**config.mk**
```make
export PLATFORM = sky130hd
export DESIGN_NAME = bcd_stopwatch_ctrl
export DESIGN_NICKNAME = d
export VERILOG_FILES = /design/src/rtl/bcd_stopwatch_ctrl.sv
export SDC_FILE = /design/constraint.sdc
export NUM_CORES = 1
export LEC_CHECK = 0
export ABC_AREA = 1
export BUFFER_PORTS_ARGS = -buffer_cell sky130_fd_sc_hd__buf_2
export CAP_MARGIN = 20
export CORE_MARGIN = 1
export CORE_UTILIZATION = 45
export CTS_BUF_LIST = sky130_fd_sc_hd__clkbuf_8
export CTS_CLUSTER_DIAMETER = 60
export CTS_CLUSTER_SIZE = 24
export DETAILED_ROUTE_END_ITERATION = 12
export PLACE_DENSITY = 0.77
export SYNTH_ARGS = -nofsm -noshare
export SYNTH_HDL_FRONTEND = slang
export SYNTH_SLANG_ARGS = --single-unit
```
**constraint.sdc**
```tcl
create_clock -name clk -period 2.6 [get_ports clk]
set_clock_uncertainty 0.1 [all_clocks]
set_input_delay 0.26 -clock clk [delete_from_list [all_inputs] [get_ports clk]]
set_output_delay 0.26 -clock clk [all_outputs]
set_load 0.01 [all_outputs]
```
**src/rtl/bcd_stopwatch_ctrl.sv**
```systemverilog
// bcd_stopwatch_ctrl: start/stop/clear stopwatch built on an NDIG-digit BCD
// decade chain. A timebase tick is gated into the chain while in RUN; the
// carry ripples combinationally so all affected digits update on one edge.
//
// Optional feature macro: STOPWATCH_LAP_EN (lap freeze of the displayed count).
//
// Parameters:
//   NDIG  number of BCD digits (1..8), digit 0 least significant
//   WRAP  1 = roll over all-9s to all-0s, 0 = saturate and halt
// Ports:
//   clk         clock, rising edge
//   rst         asynchronous active-low reset
//   tick        timebase enable pulse, one count per pulse
//   start_stop  run/pause toggle pulse
//   clear       zero the count and return to idle
//   lap         display freeze toggle (used only with STOPWATCH_LAP_EN)
//   bcd_out     displayed count, digit i at [4i+3:4i]
//   running     high in RUN
//   paused      high in PAUSE
//   ovf         overflow indication
module bcd_stopwatch_ctrl #(
  parameter int unsigned NDIG = 4,
  parameter int unsigned WRAP = 1
) (
  input  logic                clk,
  input  logic                rst,
  input  logic                tick,
  input  logic                start_stop,
  input  logic                clear,
  input  logic                lap,
  output logic [4*NDIG-1:0]   bcd_out,
  output logic                running,
  output logic                paused,
  output logic                ovf
);

  localparam int unsigned CW = 4 * NDIG;

  typedef enum logic [1:0] {
    S_IDLE  = 2'd0,
    S_RUN   = 2'd1,
    S_PAUSE = 2'd2,
    S_HALT  = 2'd3
  } state_e;

  state_e          state_q;
  logic [CW-1:0]   cnt_q;
  logic [CW-1:0]   cnt_d;
  logic [CW-1:0]   bcd_q;
  logic            running_q;
  logic            paused_q;
  logic            ovf_q;
  logic            count_en;
  logic            ovf_evt;
  logic            frz_q;
  logic            frz_d;

  // Decade chain: digit i advances when all lower digits are 9.
  always_comb begin
    logic       carry;
    logic       all9;
    logic [3:0] dig;
    cnt_d    = cnt_q;
    count_en = (state_q == S_RUN) && tick;
    carry    = count_en;
    all9     = 1'b1;
    dig      = 4'd0;
    for (int i = 0; i < int'(NDIG); i++) begin
      dig = cnt_q[4*i +: 4];
      if (dig != 4'd9) all9 = 1'b0;
      // Codes 9..15 all load 0, so illegal codes self-recover.
      if (carry) cnt_d[4*i +: 4] = (dig >= 4'd9) ? 4'd0 : dig + 4'd1;
      carry = carry && (dig == 4'd9);
    end
    ovf_evt = count_en && all9;
    // Saturating build holds all-9s instead of wrapping.
    if (ovf_evt && (WRAP == 0)) cnt_d = cnt_q;
  end

`ifdef STOPWATCH_LAP_EN
  // Freeze latch: set by lap in RUN, released by lap in RUN or PAUSE.
  always_comb begin
    frz_d = frz_q;
    if (lap) begin
      if (frz_q && (state_q == S_RUN || state_q == S_PAUSE)) frz_d = 1'b0;
      else if (!frz_q && state_q == S_RUN)                  frz_d = 1'b1;
    end
  end
`else
  logic unused_lap;
  assign unused_lap = lap;
  assign frz_d      = 1'b0;
`endif

  // State machine, count and registered outputs.
  always_ff @(posedge clk or negedge rst) begin
    if (!rst) begin
      state_q   <= S_IDLE;
      cnt_q     <= '0;
      bcd_q     <= '0;
      running_q <= 1'b0;
      paused_q  <= 1'b0;
      ovf_q     <= 1'b0;
      frz_q     <= 1'b0;
    end else if (clear) begin
      // clear wins over start_stop and discards a coincident tick
      state_q   <= S_IDLE;
      cnt_q     <= '0;
      bcd_q     <= '0;
      running_q <= 1'b0;
      paused_q  <= 1'b0;
      ovf_q     <= 1'b0;
      frz_q     <= 1'b0;
    end else begin
      cnt_q <= cnt_d;
      frz_q <= frz_d;
      // Frozen display holds its captured value; otherwise it tracks the count.
      if (!frz_d) bcd_q <= cnt_d;
      ovf_q <= 1'b0;
      unique case (state_q)
        S_IDLE: begin
          if (start_stop) begin
            state_q   <= S_RUN;
            running_q <= 1'b1;
          end
        end
        S_RUN: begin
          if (ovf_evt && (WRAP == 0)) begin
            state_q   <= S_HALT;
            running_q <= 1'b0;
            ovf_q     <= 1'b1;
          end else begin
            if (ovf_evt) ovf_q <= 1'b1;
            if (start_stop) begin
              state_q   <= S_PAUSE;
              running_q <= 1'b0;
              paused_q  <= 1'b1;
            end
          end
        end
        S_PAUSE: begin
          if (start_stop) begin
            state_q   <= S_RUN;
            running_q <= 1'b1;
            paused_q  <= 1'b0;
          end
        end
        S_HALT: begin
          ovf_q <= 1'b1;
        end
        default: begin
          state_q   <= S_IDLE;
          running_q <= 1'b0;
          paused_q  <= 1'b0;
        end
      endcase
    end
  end

  assign bcd_out = bcd_q;
  assign running = running_q;
  assign paused  = paused_q;
  assign ovf     = ovf_q;

endmodule

```
=== After elaboration in Yosys (flattened, before gate mapping) ===
Cells that the tools add are included.

* Bits of input ports: 6
* Register bits after elaboration: 21
* Output and inout bits: 19
* Word-level logic and storage cells: 70

* $add $sub $neg: 4
* Eq/ne operators: 13
* Reduce and logical (&&, ||, !) cells: 15
* Order comparisons: 4
* Mux-type cells: 26

{| class="wikitable"
|+ Operator list
! cell !! count
|-
| $mux W4 || 8
|-
| $add A4 B1 Y4 const B || 4
|-
| $ge A4 B4 Y1 const B || 4
|-
| $mux W16 || 1
|-
| $ne A4 B4 Y1 const B || 4
|-
| $eq A4 B4 Y1 const B || 3
|-
| $mux W1 || 10
|-
| $reduce_bool A2 Y1 || 4
|-
| $mux W2 || 3
|-
| $ne A3 B3 Y1 const B || 2
|-
| $pmux W1 S2 || 3
|-
| $reduce_and A3 Y1 || 2
|-
| $reduce_bool A3 Y1 || 2
|-
| $logic_and A1 B1 Y1 || 5
|-
| $eq A2 B2 Y1 const B || 2
|-
| $pmux W2 S2 || 1
|-
| $ne A3 B1 Y1 const B || 1
|-
| $eq A2 B1 Y1 const B || 1
|-
| $logic_not A2 Y1 || 1
|-
| $reduce_or A2 Y1 || 1
|}

=== Logic depth before layout (Yosys ltp) ===
Gate-level depths: netlist of the first run.

* Depth in word-level cells: 9
* Mapped depth: 9
* Mapped depth without buffers: 9

=== Least setup slack after synthesis of the first run ===
No wires, ideal clock.

* Path kind: reg-to-reg
* Start: register, netlist name bcd_out[5]
* End: register bcd_q[10] (netlist: bcd_out[10])
* Required time: 2,383 ps
* Arrival: 1,207 ps
* Setup time: 117 ps
* Slack: 1,175 ps
* Buffers on the path: 0
* Stages on the path, launching flop included: 10
* Cell sequence: dfrtp_1 > inv_1 > ha_1 > nand2_1 > nor2_4 > nand3_4 > nand2_4 > inv_4 > nand2_1 > nand2_1

{| class="wikitable"
|+ RTL lines
! element !! line !! source
|-
| end signal: assignment || 118 || <nowiki>if (!frz_d) bcd_q <= cnt_d;</nowiki>
|-
| end: declaration || 49 || <nowiki>logic [CW-1:0] bcd_q;</nowiki>
|}

==> results of run 1 <==
[report_power, final]
part           switching (mW)  internal, mW
sequential             0.0202         0.325
combinational          0.0715        0.0407
clock                   0.102         0.103
total                   0.193         0.469
[metal layers]
metal	up-vias	GRT usage [%]	wire length [µm]
met5	-	0	0
met4	0	10.00	57
met3	5	3.953	100
met2	25	32.36	1357
met1	522	24.32	1202
li1	570	-	-
[worst max-delay path, delay by kind of cell, from the launching register on]
| family | cells | cell delay, ps |
|---|---|---|
| flops | 1 | 440 |
| simple gates | 4 | 410 |
| compound gates | 1 | 190 |
| fa+ha+maj | 1 | 160 |
| buf+inv | 2 | 150 |
[area by class of cell]
type | instances | area [µm²] | share of cell area (%)
inverter | 22 | 87.58 | 5.838
multi-input combinational | 117 | 706.9 | 47.12
clock buffer | 3 | 41.29 | 2.752
tap | 31 | 38.79 | 2.585
sequential | 20 | 500.5 | 33.36
timing repair buffer | 24 | 125.1 | 8.340
[placed cells by master (no fill, tap or decap), types with 5 or more instances in the layout]
cell,netlist,routed
o21ai_1,5,5
ha_1,12,12
nand3_1,17,17
buf_2,1,23
dfrtp_1,20,20
nand2_1,37,37
nor2_1,13,13
a21oi_1,5,5
inv_1,19,19
o21ai_0,6,6
[cells in the mapped netlist, types with 3 or more instances]
master | instances | area share [%]
nand2_1 | 37 | 11
dfrtp_1 | 20 | 38
inv_1 | 19 | 5.5
nand3_1 | 17 | 6.5
nor2_1 | 13 | 3.8
ha_1 | 12 | 12
o21ai_0 | 6 | 2.3
a21oi_1 | 5 | 1.9
o21ai_1 | 5 | 1.9
nand4_1 | 3 | 1.4
nor2_4 | 3 | 2.6
xor2_1 | 3 | 2.0
[path summary, 6_finish.rpt]
path,endpoint,start,cells after the start
setup / recovery,bcd_out[8]$_DFFE_PN0P_,bcd_out[8]$_DFFE_PN0P_,8
max in group asynchronous,bcd_out[5]$_DFFE_PN0P_,rst,2
hold / removal,state_q[0]$_DFFE_PN0P_,start_stop,2
hold reg to reg,paused$_DFFE_PN0P_,paused$_DFFE_PN0P_,2
setup reg to reg,bcd_out[8]$_DFFE_PN0P_,bcd_out[8]$_DFFE_PN0P_,8
min in group asynchronous,bcd_out[13]$_DFFE_PN0P_,rst,2
[per-stage QoR]
| step | cells | instance area [µm²] | power, mW |
|---|---|---|---|
| floorplan | 160 | 1300 | 0.4168 |
| global placement | 213 | 1449 | 0.4517 |
| detailed placement | 213 | 1449 | 0.4616 |
| CTS | 217 | 1500 | 0.6705 |
| global route | 217 | 1500 | 0.7019 |
| finish | 217 | 1500 | 0.6626 |
[registers in the layout, indices dropped and copies added (netlist names)]
register  cells
ovf           1
bcd_out      16
state_q       2
paused        1
[cell families (layout without fill, tap and decap cells)]
group,count (synthesis),count (layout),share of synthesized area [%]
AND/OR/NAND/NOR,80,80,31.09
buffers and inverters,23,49,7.122
AO/OA/AOI/OAI,20,20,8.373
flip-flops,20,20,38.50
adder cells (fa/ha/maj),12,12,11.55
XOR/XNOR,5,5,3.369
==> flow_summary.yaml, run 1 <==
timing:
  finalCritPeriodShare_pct: 57.46
  slew_viol_final: 0
  max-slew-margin-rel_pct: 69.65
  finalHoldViolCount: 0
  fin_setup_tns_ps: 0
  finalCriticalPeriod_ps: 1494
  fin_ws_ps: 1106
  setup_violations: 0
  holdWs_ps: 134.9
  rsz0062_at_grt: "no"
  worst_pin_slew_ps: 455.2
  clock.fmax_ghz: 0.6694
finish:
  syn_to_final_growth_pct: 15.40
  drive_above_1_share_pct: 21.51
  utilization_pct: 54.40
  fillerInstances: 255
  antenna_cells: 0
  fin_nets: 206
clock_network:
  cts_tree: "built"
  cts_setup_buffers: 0
  ctsResizeCount: 0
  clk_pin_slew_ps: 70
  postCtsHoldBufs: 1
  clock_path_buffers: 2
  h-tree-depth: 1
  clkLatencyLatePin_ps: 260
  root_buffer: "clkbuf_8"
  cts_sinks: 20
  cts_buffers: 3
yosys:
  syn_inst: 160
  ys_ff_latch: 20
  netlist_area_mm2: 0.001300
  avgSynthCellArea_um2: 8.125
  synth_top_flop_cell: "dfrtp_1"
  syn-num-nets: 178
  ys_seq_area_share_pct: 38.50
  yosysUniqueCellTypes: 23
  synthArstFlopShare_pct: 100.0
  synth-edff-count: 0
  ys_warn_count: 0
placement:
  dp_slack_ps: 1110
  port_buffers: 23
  dp_hpwl_mm: 2.088
  gp_congestion: 0.8445
floorplanning:
  start_util_pct: 47.14
  dieHeight_um: 55.75
  io-pin-count: 25
  core_mm2: 0.002758
  num_rows: 19
  die_x_um: 55.75
  die-area_mm2: 0.003108
run_status:
  status: "finished clean"
global_route:
  grt_pass1_wl_mm: 4.747
  antenna_found_initial: 0
  grt_pass1_vias: 1099
  grt_max_degree: 21
  track_usage_pct: 19.62
  overflow: 0
setup_path:
  end_kind: "register"
  cp-start-kind: "register"
  arrival_ps: 1600
  criticalPathCategory: "register to register"
  crit_required_ps: 2710
  max_stage_delay_ps: 440
  r2r_slack_ps: 1110
  cp_cell_sequence: "inv_1 -> ha_1 -> inv_1 -> o21ai_0 -> nand3_1 -> nor2_4 -> nand2_1 -> nand2_1"
  crit_fanout: 6
  crit_slowest_cell: "dfrtp_1"
drt:
  ant_nets: 0
  drtPass1Iterations: 5
  drc: 0
  wl_per_cell_um: 12.52
  drt-initial-drc-count: 47
  finalWirelength_mm: 2.717
  vias: 1122
  post_drt_via_cell_ratio: 5.171
run:
  max-cap-violations: 0
pwr:
  power_density_mw_per_mm2: 441.7
  ir_worst_vdd_v: 0.0002742
  p_leak_nw: 0.7853
hold_path:
  hold_path_class: "input port to register"
(Power assumes the default switching activity.)
==> inputs of run 2 (changes only) <==
ABC_AREA = 0   (was 1)
PLACE_DENSITY = 0.8   (was 0.77)
clock period = 1.26 ns   (was 2.6 ns; I/O delays follow)
==> flow_summary.yaml, run 2 <==
run_status:
  status: "finished with violations"
  violations: "negative setup slack"
pwr:
  ir_worst_vdd_v: 0.0006483
  power_density_mw_per_mm2: 671.0
  p_leak_nw: 0.8981
clock_network:
  cts_buffers: 3
  h-tree-depth: 1
  cts_tree: "built"
  cts_sinks: 20
  clk_pin_slew_ps: 80
  clock_path_buffers: 2
  clkLatencyLatePin_ps: 260
  root_buffer: "clkbuf_8"
placement:
  port_buffers: 23
  place_area_mm2: 0.001595
  gp_congestion: 0.8340
  dp_hpwl_mm: 2.210
  dpl.cell_count: 206
timing:
  finalHoldViolCount: 0
  setup_violations: 18
  clock.fmax_ghz: 0.5933
  finalCritPeriodShare_pct: 133.8
  finalCriticalPeriod_ps: 1685
  fin_setup_tns_ps: -5965
  max-slew-margin-rel_pct: 67.81
  fin_ws_ps: -425.4
  worst_pin_slew_ps: 482.9
  slew_viol_final: 0
  rsz0062_at_grt: "yes"
finish:
  final_common_cell: "buf_4"
  fin_nets: 204
  final_cell_mix: "buf_4, buf_2, dfrtp_1, nand2_1"
  largest_reg_flops: 16
  utilization_pct: 72.52
  design_area_mm2: 0.001846
  finalNonFillerCells: 215
  syn_to_final_growth_pct: 48.09
  drive_above_1_share_pct: 50.81
  antenna_cells: 0
drt:
  post_drt_via_cell_ratio: 5.581
  vias: 1200
  drt-initial-drc-count: 45
  wl_met1_mm: 1.513
  ant_nets: 0
  maxUsedRoutingLayer: "met4"
  finalWirelength_mm: 3.561
  drc: 0
  drtPass1Iterations: 4
  wl_met3_um: 189
  dr_wl_met2_mm: 1.807
  wl_per_cell_um: 16.56
setup_path:
  arrival_ps: 1730
  cp_cell_sequence: "inv_2 -> ha_4 -> and3b_2 -> and2_4 -> and3_4 -> a221o_1"
  crit_slowest_cell: "dfrtp_1"
  crit_required_ps: 1310
  criticalPathCategory: "register to register"
  reg2reg_depth: 6
  r2r_slack_ps: -430
  end_kind: "register"
  max_stage_delay_ps: 380
  cp-start-kind: "register"
  r2r_start: "bcd_out[1]$_DFFE_PN0P_"
  crit_fanout: 5
  r2r_end: "bcd_out[7]$_DFFE_PN0P_"
global_route:
  grt_pass1_vias: 1162
  grt_pass1_wl_mm: 5.209
  antenna_found_initial: 0
  grt_max_degree: 21
  track_usage_pct: 24.97
  overflow: 0
yosys:
  synth_area_leader_cell: "dfrtp_1"
  syn-num-nets: 146
  yosysUniqueCellTypes: 38
  synth.most_common_cell: "dfrtp_1"
  synthArstFlopShare_pct: 100.0
  ys_warn_count: 0
  yosys-top-cells-count: "dfrtp_1, ha_1, inv_1"
  ys_seq_area_share_pct: 40.16
  synth_top_flop_cell: "dfrtp_1"
  avgSynthCellArea_um2: 9.736
  yosysTopAreaCellShare_pct: 40.16
  syn_inst: 128
  netlist_area_mm2: 0.001246
  ys_ff_latch: 20
  synth-edff-count: 0
  synth.top_cells.by_area: "dfrtp_1, ha_1, o21ai_0, inv_1, mux2i_1"
run:
  max-cap-violations: 0
hold_path:
  worst_hold_startpoint: "start_stop"
  hold_path_class: "input port to register"
  worstHoldEndpoint: "state_q[1]$_DFFE_PN0P_"
  hold_depth: 3
floorplanning:
  io-pin-count: 25
  die-area_mm2: 0.002984
  core_mm2: 0.002545
  num_rows: 18
  dieHeight_um: 54.63
  die_x_um: 54.63
  start_util_pct: 48.97
[run 2: power breakdown]
group | switching (mW) | leakage, nW | internal (mW)
Combinational | 0.0826 | 0.597 | 0.0632
Clock | 0.217 | 0.0269 | 0.217
Sequential | 0.00678 | 0.274 | 0.651
[run 2: layer usage]
layer | vias up | GRT usage, %
met2 | 50 | 40.36
met4 | 0 | 11.11
li1 | 566 | -
met1 | 576 | 32.47
met5 | - | 0
met3 | 8 | 3.889
[run 2: logic make-up after synthesis]
group                      share of synthesized area, %
AOI/OAI and AO/OA                                 11.65
DFF                                               40.16
and+or+nand+nor                                   26.61
adders and majority gates                         12.05
muxes                                             4.117
buffers and inverters                             5.421
[run 2: how the worst max path moves through the flow]
stage | startpoint | endpoint | slack (ps) | cells past startpoint
finish | bcd_out[1]$_DFFE_PN0P_ | bcd_out[7]$_DFFE_PN0P_ | -430 | 6
global route | bcd_out[0]$_DFFE_PN0P_ | bcd_out[7]$_DFFE_PN0P_ | -450 | 5
CTS | bcd_out[1]$_DFFE_PN0P_ | bcd_out[7]$_DFFE_PN0P_ | -390 | 6
detailed placement | bcd_out[0]$_DFFE_PN0P_ | bcd_out[1]$_DFFE_PN0P_ | -500 | 7
global placement | bcd_out[0]$_DFFE_PN0P_ | bcd_out[7]$_DFFE_PN0P_ | -360 | 5
floorplan | bcd_out[5]$_DFFE_PN0P_ | bcd_out[10]$_DFFE_PN0P_ | -450 | 7
[run 2: critical path: cells and delay by family, from the launching register on]
family / cells / cell delay (ps)
simple gates: 3 / 580
flops: 1 / 380
compound gates: 1 / 290
fa+ha+maj: 1 / 160
buf+inv: 1 / 60
[run 2: layout make-up]
cell class	instances	area, µm²
clock buffer	3	41.29
clock inverter	1	3.754
fill	168	699.4
inverter	11	41.29
multi-input combinational	94	823.3
sequential	20	503.0
tap	30	37.54
timing repair buffer	56	395.4
[run 2: stage by stage]
stage / hold slack (ps) / setup slack (ps) / power, mW
after floorplan: -269.6 / -446.8 / 0.7238
after global placement: -1.827 / -362.9 / 0.7844
final: 84.18 / -425.4 / 1.238
after detailed placement: 6.248 / -503.2 / 0.7906
after global routing: 114.1 / -453.5 / 1.283
after CTS: 81.39 / -388.5 / 1.218
[run 2: repair_timing]
item	4_1_cts	5_1_grt
buffers inserted	2	3
setup endpoints to repair	17	19
hold buffers	1	0
pin swaps	12	9
hold endpoints to repair	20	0
resized for setup	21	18
